[src/rtl/risc_ctrl_fsm_if.sv]
// Control bus between the RISC control FSM and the datapath.
// The controller owns every strobe; the datapath supplies IR contents,
// the regfile port-P zero flag and the external start request.
interface risc_ctrl_fsm_if #(
   parameter int RFA_W = 4,
   parameter int ST_W  = 4
);
   logic [15:0]      ir_in;
   logic             rp_zero;
   logic             start;
   logic             pc_clr;
   logic             pc_ld;
   logic             pc_inc;
   logic             ir_ld;
   logic             d_addr_sel;
   logic             mem_rd;
   logic             mem_wr;
   logic [1:0]       rf_sel;
   logic             w_wr;
   logic [RFA_W-1:0] w_addr;
   logic             rp_rd;
   logic [RFA_W-1:0] rp_addr;
   logic             rq_rd;
   logic [RFA_W-1:0] rq_addr;
   logic [1:0]       alu_sel;
   logic             halted;
   logic [ST_W-1:0]  state_out;

   // Controller side: consumes status, drives strobes
   modport master (
      input  ir_in, rp_zero, start,
      output pc_clr, pc_ld, pc_inc, ir_ld, d_addr_sel, mem_rd, mem_wr,
             rf_sel, w_wr, w_addr, rp_rd, rp_addr, rq_rd, rq_addr,
             alu_sel, halted, state_out
   );

   // Datapath side: supplies status, obeys strobes
   modport slave (
      output ir_in, rp_zero, start,
      input  pc_clr, pc_ld, pc_inc, ir_ld, d_addr_sel, mem_rd, mem_wr,
             rf_sel, w_wr, w_addr, rp_rd, rp_addr, rq_rd, rq_addr,
             alu_sel, halted, state_out
   );
endinterface

[src/rtl/risc_ctrl_fsm.sv]
// Moore control FSM for the 16-bit RISC core: fetch / decode / execute.
// Outputs depend only on the current state and the IR fields.
module risc_ctrl_fsm #(
   parameter int OPC_W = 4,
   parameter int RFA_W = 4,
   parameter int ST_W  = 4
) (
   input  logic          clk,
   input  logic          reset,
   risc_ctrl_fsm_if.master bus
);
   localparam logic [3:0] S_INIT   = 4'd0;
   localparam logic [3:0] S_FETCH  = 4'd1;
   localparam logic [3:0] S_DECODE = 4'd2;
   localparam logic [3:0] S_LD1    = 4'd3;
   localparam logic [3:0] S_LD2    = 4'd4;
   localparam logic [3:0] S_ST     = 4'd5;
   localparam logic [3:0] S_EXE    = 4'd6;
   localparam logic [3:0] S_LDI    = 4'd7;
   localparam logic [3:0] S_JMP    = 4'd8;
   localparam logic [3:0] S_JZ1    = 4'd9;
   localparam logic [3:0] S_JZ2    = 4'd10;
   localparam logic [3:0] S_HALT   = 4'd11;

   logic [ST_W-1:0]  state_reg;
   logic [ST_W-1:0]  state_next;
   logic [OPC_W-1:0] op;
   logic [OPC_W-1:0] alu_op;
   logic [RFA_W-1:0] ra;
   logic [RFA_W-1:0] rb;
   logic [RFA_W-1:0] rc;

   assign op     = bus.ir_in[15 -: OPC_W];
   assign ra     = bus.ir_in[11 -: RFA_W];
   assign rb     = bus.ir_in[7 -: RFA_W];
   assign rc     = bus.ir_in[3 -: RFA_W];
   // ADD/SUB/AND opcodes 3/4/5 map onto ALU selects 1/2/3
   assign alu_op = op - OPC_W'(2);

   // State register; reset wins over every transition
   always_ff @(posedge clk) begin
      if (!reset) state_reg <= S_INIT;
      else        state_reg <= state_next;
   end

   // Next-state logic
   always_comb begin
      state_next = S_FETCH;
      case (state_reg)
         S_INIT:   state_next = S_FETCH;
         S_FETCH:  state_next = S_DECODE;
         S_DECODE: begin
            case (op)
               4'h1:                   state_next = S_LD1;
               4'h2:                   state_next = S_ST;
               4'h3, 4'h4, 4'h5:       state_next = S_EXE;
               4'h6:                   state_next = S_LDI;
               4'h7:                   state_next = S_JMP;
               4'h8:                   state_next = S_JZ1;
               4'hF:                   state_next = S_HALT;
               default:                state_next = S_FETCH;  // NOP and illegal opcodes
            endcase
         end
         S_LD1:    state_next = S_LD2;
         S_JZ1:    state_next = bus.rp_zero ? S_JZ2 : S_FETCH;
         S_HALT:   state_next = bus.start ? S_FETCH : S_HALT;
         default:  state_next = S_FETCH;
      endcase
   end

   // Moore output decode from state and IR fields
   always_comb begin
      bus.pc_clr     = 1'b0;
      bus.pc_ld      = 1'b0;
      bus.pc_inc     = 1'b0;
      bus.ir_ld      = 1'b0;
      bus.d_addr_sel = 1'b0;
      bus.mem_rd     = 1'b0;
      bus.mem_wr     = 1'b0;
      bus.rf_sel     = 2'd0;
      bus.w_wr       = 1'b0;
      bus.w_addr     = '0;
      bus.rp_rd      = 1'b0;
      bus.rp_addr    = '0;
      bus.rq_rd      = 1'b0;
      bus.rq_addr    = '0;
      bus.alu_sel    = 2'd0;
      bus.halted     = 1'b0;
      case (state_reg)
         S_INIT:   bus.pc_clr = 1'b1;
         S_FETCH: begin
            bus.mem_rd = 1'b1;
            bus.ir_ld  = 1'b1;
            bus.pc_inc = 1'b1;
         end
         S_LD1: begin
            bus.d_addr_sel = 1'b1;
            bus.mem_rd     = 1'b1;
         end
         S_LD2: begin
            bus.d_addr_sel = 1'b1;
            bus.mem_rd     = 1'b1;
            bus.rf_sel     = 2'd1;
            bus.w_wr       = 1'b1;
            bus.w_addr     = ra;
         end
         S_ST: begin
            bus.d_addr_sel = 1'b1;
            bus.rp_rd      = 1'b1;
            bus.rp_addr    = ra;
            bus.mem_wr     = 1'b1;
         end
         S_EXE: begin
            bus.rp_rd   = 1'b1;
            bus.rq_rd   = 1'b1;
            bus.rp_addr = rb;
            bus.rq_addr = rc;
            bus.alu_sel = alu_op[1:0];
            bus.w_wr    = 1'b1;
            bus.w_addr  = ra;
         end
         S_LDI: begin
            bus.rf_sel = 2'd2;
            bus.w_wr   = 1'b1;
            bus.w_addr = ra;
         end
         S_JMP, S_JZ2: bus.pc_ld = 1'b1;
         S_JZ1: begin
            bus.rp_rd   = 1'b1;
            bus.rp_addr = ra;
         end
         S_HALT:   bus.halted = 1'b1;
         default: ;
      endcase
   end

   assign bus.state_out = state_reg;
endmodule
[src/flat_wrapper.sv]
// flat-port wrapper written by rule: the top's interface ports become plain ports
module risc_ctrl_fsm_flat 
#(
   parameter int OPC_W = 4,
   parameter int RFA_W = 4,
   parameter int ST_W  = 4
)
  (clk, reset, bus_ir_in, bus_rp_zero, bus_start, bus_pc_clr, bus_pc_ld, bus_pc_inc, bus_ir_ld, bus_d_addr_sel, bus_mem_rd, bus_mem_wr, bus_rf_sel, bus_w_wr, bus_w_addr, bus_rp_rd, bus_rp_addr, bus_rq_rd, bus_rq_addr, bus_alu_sel, bus_halted, bus_state_out);
  risc_ctrl_fsm_if #(.RFA_W(RFA_W), .ST_W(ST_W)) bus_i ();
  input  logic clk;
  input  logic reset;
  input wire logic [$bits(bus_i.ir_in)-1:0] bus_ir_in;
  input wire logic [$bits(bus_i.rp_zero)-1:0] bus_rp_zero;
  input wire logic [$bits(bus_i.start)-1:0] bus_start;
  output wire logic [$bits(bus_i.pc_clr)-1:0] bus_pc_clr;
  output wire logic [$bits(bus_i.pc_ld)-1:0] bus_pc_ld;
  output wire logic [$bits(bus_i.pc_inc)-1:0] bus_pc_inc;
  output wire logic [$bits(bus_i.ir_ld)-1:0] bus_ir_ld;
  output wire logic [$bits(bus_i.d_addr_sel)-1:0] bus_d_addr_sel;
  output wire logic [$bits(bus_i.mem_rd)-1:0] bus_mem_rd;
  output wire logic [$bits(bus_i.mem_wr)-1:0] bus_mem_wr;
  output wire logic [$bits(bus_i.rf_sel)-1:0] bus_rf_sel;
  output wire logic [$bits(bus_i.w_wr)-1:0] bus_w_wr;
  output wire logic [$bits(bus_i.w_addr)-1:0] bus_w_addr;
  output wire logic [$bits(bus_i.rp_rd)-1:0] bus_rp_rd;
  output wire logic [$bits(bus_i.rp_addr)-1:0] bus_rp_addr;
  output wire logic [$bits(bus_i.rq_rd)-1:0] bus_rq_rd;
  output wire logic [$bits(bus_i.rq_addr)-1:0] bus_rq_addr;
  output wire logic [$bits(bus_i.alu_sel)-1:0] bus_alu_sel;
  output wire logic [$bits(bus_i.halted)-1:0] bus_halted;
  output wire logic [$bits(bus_i.state_out)-1:0] bus_state_out;
  assign bus_i.ir_in = bus_ir_in;
  assign bus_i.rp_zero = bus_rp_zero;
  assign bus_i.start = bus_start;
  assign bus_pc_clr = bus_i.pc_clr;
  assign bus_pc_ld = bus_i.pc_ld;
  assign bus_pc_inc = bus_i.pc_inc;
  assign bus_ir_ld = bus_i.ir_ld;
  assign bus_d_addr_sel = bus_i.d_addr_sel;
  assign bus_mem_rd = bus_i.mem_rd;
  assign bus_mem_wr = bus_i.mem_wr;
  assign bus_rf_sel = bus_i.rf_sel;
  assign bus_w_wr = bus_i.w_wr;
  assign bus_w_addr = bus_i.w_addr;
  assign bus_rp_rd = bus_i.rp_rd;
  assign bus_rp_addr = bus_i.rp_addr;
  assign bus_rq_rd = bus_i.rq_rd;
  assign bus_rq_addr = bus_i.rq_addr;
  assign bus_alu_sel = bus_i.alu_sel;
  assign bus_halted = bus_i.halted;
  assign bus_state_out = bus_i.state_out;
  risc_ctrl_fsm #(.OPC_W(OPC_W), .RFA_W(RFA_W), .ST_W(ST_W)) u_core (.clk(clk), .reset(reset), .bus(bus_i));
endmodule
[config.mk]
export PLATFORM = sky130hd
export DESIGN_NAME = risc_ctrl_fsm_flat
export DESIGN_NICKNAME = d
export VERILOG_FILES = /design/src/rtl/risc_ctrl_fsm_if.sv /design/src/rtl/risc_ctrl_fsm.sv /design/src/flat_wrapper.sv
export SDC_FILE = /design/constraint.sdc
export NUM_CORES = 1
export LEC_CHECK = 0
export ABC_CLOCK_PERIOD_IN_PS = 1200
export BUFFER_PORTS_ARGS = -buffer_cell sky130_fd_sc_hd__buf_4
export CAP_MARGIN = 20
export CORE_MARGIN = 2
export CORE_UTILIZATION = 29
export CTS_CLUSTER_DIAMETER = 150
export CTS_CLUSTER_SIZE = 28
export DETAILED_ROUTE_END_ITERATION = 12
export PLACE_DENSITY = 0.7
export SETUP_SLACK_MARGIN = 0.05
export SLEW_MARGIN = 20
export SYNTH_ARGS = -nofsm -noshare
export SYNTH_HDL_FRONTEND = slang
export SYNTH_SLANG_ARGS = --single-unit
[constraint.sdc]
create_clock -name clk -period 1.2 [get_ports clk]
set_input_delay 0.06 -clock clk [delete_from_list [all_inputs] [get_ports clk]]
set_output_delay 0.06 -clock clk [all_outputs]
set_load 0.05 [all_outputs]
Yosys cells after proc, flatten, opt, wreduce, memory -nomap -nowiden:

Memories as Yosys holds them, arrays and structs flattened.
Cells that the tools add are included.

* add/subtract/negate cells: 1
* equality and inequality tests: 11
* mux-type cells: 18
* reductions and logical operators: 7

Operators with widths (count)
* 4-bit case mux with 5 select lines: 1
* 4-bit by 3-bit == test with 1-bit output (second input constant): 4
* 4-bit == test (second input constant): 4
* 4-bit 2-to-1 mux: 4
* 3-bit OR reduction: 4
* 1-bit 2-to-1 mux: 10
* 4-bit by 2-bit == test with 1-bit output (second input constant): 2
* 4-bit case mux with 2 select lines: 1
* 4-bit by 1-bit == test with 1-bit output (second input constant): 1
* 4-bit logical NOT: 1
* 2-bit case mux with 2 select lines: 1
* 2-bit OR reduction: 2
* 2-bit 2-to-1 mux: 1
* 2-bit subtractor (second input constant): 1

* bits in registers: 4
* memory bits (read-only): 64
* input bits: 20
* output and inout bits: 31
* memories: 1

Memories
* (no name shown): words 16, width 4, rd ports 1, clocked after memory_dff 0, write ports 0, line risc_ctrl_fsm.sv:53 `case (op)`

Depth between registers and ports, before layout:

Gate-level depths: netlist of the first run.

* depth after elaboration: 3
* gate-level depth with buffers: 5
* depth with buffers taken out: 3

Worst setup path after synthesis of the first run:

No wires, ideal clock.

* path kind: reg-to-output
* start: register u_core.state_reg[0] (netlist: u_core.bus.state_out[0])
* end: output port bus_pc_inc
* arrival time: 2.432 ns
* setup slack: -1.292 ns
* stages on the path, launching flop included: 4
* path buffers: 1
* path through: dfxtp_1 -> nand2b_1 -> nor3_1 -> buf_4

* word-level cells in the longest chain between the ends: 2

Ends and longest elaborated chain
* from (decl): line risc_ctrl_fsm.sv:25 `logic [ST_W-1:0] state_reg;`
* from (signal assigned): line risc_ctrl_fsm.sv:43 `else state_reg <= state_next;`
* 4-bit by 1-bit == test with 1-bit output
* 1-bit 2-to-1 mux
* to (decl): line flat_wrapper.sv:17 `output wire logic [$bits(bus_i.pc_inc)-1:0] bus_pc_inc;`

Every way passes these cells.

Worst setup path in the final report of the first run:

* start: register u_core.state_reg[3] (netlist: u_core.bus.state_out[3])
* end: output port bus_rp_addr[1]

* word-level cells in the longest chain between the ends: 3
* elaborated cells between the ends (all ways): 5
* classes of those cells: 3 x eq/ne; 1 x mux; 1 x reduce/logical

Ends and longest elaborated chain
* 4-bit by 3-bit == test with 1-bit output or 4-bit == test (tied branches): line risc_ctrl_fsm.sv:89 `case (state_reg)`
* 2-bit OR reduction (no source line)
* 4-bit case mux with 2 select lines *: line risc_ctrl_fsm.sv:89
* to (decl): line flat_wrapper.sv:26 `output wire logic [$bits(bus_i.rp_addr)-1:0] bus_rp_addr;`

Mark *: on every way between the ends. The rest lies on a longest branch, timed or not.

==> flow_summary_export.csv, run 1 <==
group,metric,value,unit
timing,layout_min_cycle_time,1504,ps
detailed_routing,routed_wl,3384,µm
global_routing,grt_pass1_wl,3960,µm
placed_design,port_buffers,50,
synth,post_synth_and_or_nand_nor_area_fraction,0.4430,
finish,stdcell_count,167,
synth,syn_nets,91,
placed_design,gp_congestion,0.7194,
cts,cts.sinks,4,
floorplan,floorplan.io_pins,51,
detailed_routing,vias_per_cell,5.341,
detailed_routing,wl_per_cell,20.26,µm
detailed_routing,drc,0,
detailed_routing,detailedRoute.firstPassIterationCount,4,
synth,post_synthesis_compound_gate_area_fraction,0.2550,
synth,syn-instance-count,71,
worst_setup_path,critical_path_class,"flop to primary output",
detailed_routing,routed-via-count,892,
finish,antennaDiodeCount,0,
synth,synth.area.mux_share,0.03579,
finish,layout_cell_share_with_drive_strength_beyond_1,0.8451,
timing,drv_slew,0,
status,run_status,"finished with violations",
synth,seq_area_frac_synth,0.1432,
timing,fin_crit_sh,1.254,
job,cap_violations,0,
worst_setup_path,critPathSlowestCell,"sky130_fd_sc_hd__dfxtp_4",
cts,cts-htree-levels,1,
timing,maxClockFrequency,0.6647,GHz
worst_setup_path,crit_path_start_kind,"flop",
finish,finalNetCount,164,
timing,worst_hold_slack,58.04,ps
timing,tightestPinTransition,280.6,ps
power,p_per_area,516.9,nW/µm²
worst_setup_path,cp_cell_sequence,"nand2b_4 -> nor3_4 -> buf_6 -> a22o_4 -> buf_8",
synth,synth-warning-count,0,
timing,slew_headroom,0.8121,
worst_setup_path,crit_arrival,1440,ps
synth,synthXorXnorAreaFrac,0,
power,power.static_leakage,0.0007020,µW
status,failed_checks,"setup timing",
finish,design_area,1593,µm²
cts,cts.hold.buffers_added,0,
floorplan,chipWidth,47.92,µm
floorplan,dieHeight,47.92,µm
detailed_routing,drt_first_iter_violations,15,
timing,fin_ws,-304.3,ps
cts,worst_setup_hold_path_clk_slew,40,ps
worst_setup_path,worst_path_largest_cell_delay,340,ps
synth,post_synth.cell_area_avg,7.877,µm²
synth,post_synth_fa_ha_maj_area_fraction,0,
synth,yosys.cell_types.count,32,
worst_setup_path,worstSetupEndpointType,"primary output",
timing,worst_clock_skew,5.696,ps
floorplan,initial_util,0.3170,
placed_design,post-place-cells,156,
cts,ctsRootBufferMaster,"sky130_fd_sc_hd__clkbuf_4",
timing,finalSetupTns,-5893,ps
global_routing,first_global_vias,824,
worst_setup_path,number_of_buffers_and_inverters_on_the_critical_path,2,
worst_setup_path,critical-path-top-delay-family,"simple AND/OR/NAND/NOR gates",
global_routing,overflow,0,
cts,cts_tree,"built",
floorplan,rows,15,
synth,ys_seq_elements,4,
floorplan,design.die.area,2296,µm²
cts,cts_made_buffers,3,
floorplan,coreArea,1764,µm²
cts,clock_insertion_delay_worst_skew,250,ps
finish,finish.utilization,0.9028,
min_path,hp-class,"input pin to flop",
global_routing,grt_start_max_net_pins,12,
detailed_routing,antenna_violating_nets_post_route,0,
timing,rsz0062_at_grt,"true",
placed_design,detailedPlacementHpwl,1636,µm
synth,synth_top_family_by_area,"simple AND/OR/NAND/NOR gates",
timing,hold_violations,0,
power,peakVddDrop,0.0007784,V
global_routing,initial_antenna_violation_count,0,
synth,synth_area,559.3,µm²
global_routing,grt_usage,0.2580,
timing,final-setup-viol-count,30,
finish,largest_reg_flops,4,
worst_setup_path,path_max_fanout,5,
finish,syn_to_final_growth,184.8,%
cts,clock_tree.buffer_depth,2,
placed_design,dpl_cell_area,1179,µm²
worst_setup_path,required,1140,ps
layer usage:
metal | vias to the layer above | GRT usage | part of all wire
li1 | 403 | - | -
met1 | 433 | 0.2628 | 0.35
met2 | 42 | 0.5173 | 0.56
met3 | 14 | 0.04906 | 0.048
met4 | 0 | 0.07568 | 0.045
met5 | - | 0 | 0
cell usage in the layout, fill, tap and decap left out, drive strengths merged, types with 3 or more instances in the layout:
master,n
a21oi,5
a22o,4
and2,9
buf,74
clkbuf,3
dfxtp,4
nand2b,5
nor2,8
nor2b,3
nor3,4
o21ai,3
layout make-up:
cell class | count | area [µm²]
sequential | 4 | 95.09
inverter | 1 | 3.754
timing repair buffer | 74 | 788.3
tap | 25 | 31.28
multi-input combinational | 60 | 651.9
fill | 75 | 171.4
clock buffer | 3 | 22.52
cells by family (layout without fill, tap and decap cells):
| family | after synthesis | after routing |
|---|---|---|
| simple gates | 39 | 39 |
| mux | 2 | 2 |
| buf+inv | 7 | 78 |
| compound gates | 19 | 19 |
| flops | 4 | 4 |
path summary, 6_finish.rpt:
check,start,to,slack [ps],cells after the start
worst max-delay path,u_core.bus.state_out[3]$_SDFF_PN0_,bus_rp_addr[1],-300,5
worst min register to register,u_core.bus.state_out[0]$_SDFF_PN0_,u_core.bus.state_out[2]$_SDFF_PN0_,750,2
worst min-delay path,reset,u_core.bus.state_out[0]$_SDFF_PN0_,60,2
worst max register to register,u_core.bus.state_out[2]$_SDFF_PN0_,u_core.bus.state_out[0]$_SDFF_PN0_,-90,5
report_power, final:
group	total [µW]	leakage, µW	internal [µW]	switching (µW)
Combinational	488	0.000653	218	271
Sequential	153	0.0000355	136	16.7
Clock	182	0.0000138	113	69.6
what timing repair did:
action,4_1_cts,5_1_grt
buffers inserted,4,4
gates cloned,1,0
gates resized for setup,67,19
setup endpoints to repair,30,30
pin swaps,10,13
cell usage after synthesis:
cell	count	share of area
sky130_fd_sc_hd__and2_1	9	0.10
sky130_fd_sc_hd__nor2_1	8	0.054
sky130_fd_sc_hd__a21oi_1	4	0.036
sky130_fd_sc_hd__a22o_1	4	0.063
sky130_fd_sc_hd__dfxtp_1	4	0.14
sky130_fd_sc_hd__nand2b_1	4	0.045
sky130_fd_sc_hd__nor2b_1	3	0.034
sky130_fd_sc_hd__nor3_1	3	0.027
sky130_fd_sc_hd__o21ai_0	3	0.027
sky130_fd_sc_hd__buf_4	2	0.027
sky130_fd_sc_hd__buf_6	2	0.040
sky130_fd_sc_hd__clkbuf_8	2	0.049
sky130_fd_sc_hd__mux2i_1	2	0.036
sky130_fd_sc_hd__nand2_1	2	0.013
sky130_fd_sc_hd__nor4_1	2	0.022
sky130_fd_sc_hd__a211oi_1	1	0.013
sky130_fd_sc_hd__a21boi_1	1	0.013
sky130_fd_sc_hd__a21oi_2	1	0.016
sky130_fd_sc_hd__a31oi_1	1	0.011
sky130_fd_sc_hd__and2b_4	1	0.018
sky130_fd_sc_hd__and3_1	1	0.011
sky130_fd_sc_hd__and4_1	1	0.016
sky130_fd_sc_hd__inv_1	1	0.0067
sky130_fd_sc_hd__nand2b_2	1	0.016
sky130_fd_sc_hd__nor3_2	1	0.018
sky130_fd_sc_hd__nor4b_1	1	0.016
sky130_fd_sc_hd__nor4b_4	1	0.043
sky130_fd_sc_hd__o2111ai_1	1	0.016
sky130_fd_sc_hd__o211a_1	1	0.018
sky130_fd_sc_hd__o221ai_1	1	0.016
sky130_fd_sc_hd__o221ai_2	1	0.027
sky130_fd_sc_hd__or2_2	1	0.011
per-stage QoR:
| step | total power (µW) | worst slack (ps) |
|---|---|---|
| floorplan | 380.5 | -255.2 |
| detailed placement | 513.3 | -56.45 |
| global route | 857.1 | -350.0 |
| global placement | 506.3 | -29.66 |
| CTS | 766.1 | -237.9 |
| finish | 823.3 | -304.3 |
Power figures use the tool's default switching activity.
==> run 2: changes to the inputs <==
--- a/config.mk
+++ b/config.mk
@@ -8,7 +8,6 @@
 export ABC_CLOCK_PERIOD_IN_PS = 1200
 export BUFFER_PORTS_ARGS = -buffer_cell sky130_fd_sc_hd__buf_4
 export CAP_MARGIN = 20
-export CORE_MARGIN = 2
 export CORE_UTILIZATION = 29
 export CTS_CLUSTER_DIAMETER = 150
 export CTS_CLUSTER_SIZE = 28
==> flow_summary_export.csv, run 2 (same netlist as run 1, synthesis figures left out) <==
group,metric,value,unit
finish,final_cell_mix,"33 x sky130_fd_sc_hd__buf_4, 22 x sky130_fd_sc_hd__buf_8, 19 x sky130_fd_sc_hd__buf_6, 9 x sky130_fd_sc_hd__and2_4, 7 x sky130_fd_sc_hd__nor2_4",
cts,cts.hold.buffers_added,0,
cts,worst_setup_hold_path_clk_slew,50,ps
timing,drv_slew,0,
status,run_status,"finished with violations",
timing,hold_violations,0,
finish,mostFrequentLayoutCell,"sky130_fd_sc_hd__buf_4",
finish,largest_reg_flops,4,
global_routing,first_global_vias,831,
global_routing,grt_start_max_net_pins,13,
worst_setup_path,crit_arrival,1480,ps
placed_design,detailedPlacementHpwl,1515,µm
power,peakVddDrop,0.0005935,V
detailed_routing,drc,0,
detailed_routing,drt_first_iter_violations,58,
timing,fin_crit_sh,1.281,
timing,rsz0062_at_grt,"true",
worst_setup_path,reg2reg_from,"u_core.bus.state_out[1]$_SDFF_PN0_",
detailed_routing,wl_per_cell,24.30,µm
timing,finalSetupTns,-6857,ps
cts,clock_tree.buffer_depth,2,
worst_setup_path,worstSetupEndpointType,"primary output",
timing,maxClockFrequency,0.6506,GHz
detailed_routing,antenna_violating_nets_post_route,0,
cts,clock_insertion_delay_worst_skew,250,ps
timing,worst_clock_skew,0.7820,ps
min_path,worst_hold_startpoint,"reset",
detailed_routing,routed_wl,4106,µm
global_routing,overflow,0,
finish,antennaDiodeCount,0,
floorplan,design.die.area,2108,µm²
power,finalPower,875.3,µW
cts,cts_made_buffers,3,
finish,layout_cell_share_with_drive_strength_beyond_1,0.8542,
placed_design,port_buffers,50,
status,failed_checks,"setup timing",
power,p_per_area,531.2,nW/µm²
timing,layout_min_cycle_time,1537,ps
global_routing,initial_antenna_violation_count,0,
timing,fin_ws,-337.0,ps
min_path,hp-class,"input pin to flop",
detailed_routing,routed-via-count,1003,
global_routing,grt_pass1_wl,3912,µm
floorplan,rows,15,
job,cap_violations,0,
floorplan,chipWidth,45.92,µm
cts,cts.sinks,4,
worst_setup_path,worstSetupStartpoint,"u_core.bus.state_out[3]$_SDFF_PN0_",
floorplan,initial_util,0.3170,
timing,slew_headroom,0.7986,
placed_design,gp_congestion,0.7045,
floorplan,floorplan.io_pins,51,
cts,ctsRootBufferMaster,"sky130_fd_sc_hd__clkbuf_4",
finish,finalNetCount,166,
floorplan,dieHeight,45.92,µm
floorplan,coreArea,1764,µm²
power,power.static_leakage,0.0007177,µW
detailed_routing,detailedRoute.firstPassIterationCount,4,
global_routing,grt_usage,0.2690,
timing,tightestPinTransition,297.9,ps
finish,fill_cells,61,
worst_setup_path,path_max_fanout,5,
worst_setup_path,crit_path_start_kind,"flop",
finish,syn_to_final_growth,194.6,%
cts,cts-htree-levels,1,
cts,cts_tree,"built",
timing,final-setup-viol-count,30,
worst_setup_path,required,1140,ps
finish,finish.utilization,0.9340,
detailed_routing,vias_per_cell,5.935,
worst_setup_path,critical_path_class,"flop to primary output",
==> run 2: worst max-delay path, stage by stage, from the launching register on <==
cell and delay (ps):
sky130_fd_sc_hd__dfxtp_4 340, sky130_fd_sc_hd__nand2b_4 190, sky130_fd_sc_hd__nor3_4 210, sky130_fd_sc_hd__buf_6 170
sky130_fd_sc_hd__and2_4 160, sky130_fd_sc_hd__buf_8 140
==> run 2: metrics by stage <==
stage	setup WS, ps	hold slack [ps]	area (µm²)	std cells
3_3_place_gp	4.291	317.7	1156	153
3_5_place_dp	-19.12	313.9	1156	153
6_report	-337.0	86.84	1648	169
2_1_floorplan	-255.2	187.3	743.2	71
5_1_grt	-354.0	88.33	1648	169
4_1_cts	-213.1	87.72	1524	163
==> run 2: final timing paths <==
path | endpoint | slack (ps) | cells after the start
worst max-delay path | bus_alu_sel[0] | -340 | 5
worst min-delay path | u_core.bus.state_out[0]$_SDFF_PN0_ | 90 | 2
worst max register to register | u_core.bus.state_out[3]$_SDFF_PN0_ | -170 | 6
worst min register to register | u_core.bus.state_out[2]$_SDFF_PN0_ | 720 | 3
==> run 2: timing repair <==
| item | CTS | global route |
|---|---|---|
| gates cloned | 1 | 1 |
| gates resized for setup | 74 | 17 |
| setup endpoints to repair | 30 | 30 |
| buffers inserted | 7 | 6 |
| pin swaps | 13 | 12 |
==> run 2: final cells by class <==
cell class	instances	area, µm²	area share
Timing Repair Buffer	76	837.1	0.5080
Inverter	1	6.256	0.003797
Sequential cell	4	95.09	0.05771
Clock buffer	3	22.52	0.01367
Multi-Input combinational cell	60	655.6	0.3979
Tap cell	25	31.28	0.01898
==> run 2: metal layers <==
metal  global-route usage  vias up  share of wire
li1                     -      406              -
met2               0.5211       91           0.51
met3              0.03571       32          0.083
met5                    0        -              0
met1               0.2938      474           0.34
met4              0.08235        0          0.066
==> run 2: power by group <==
part	internal [µW]	switching (µW)	total [µW]	leakage, µW
clock	114	86.3	200	0.0000138
sequential	135	19.3	155	0.0000355
combinational	235	286	520	0.000668
total	484	391	875	0.000718
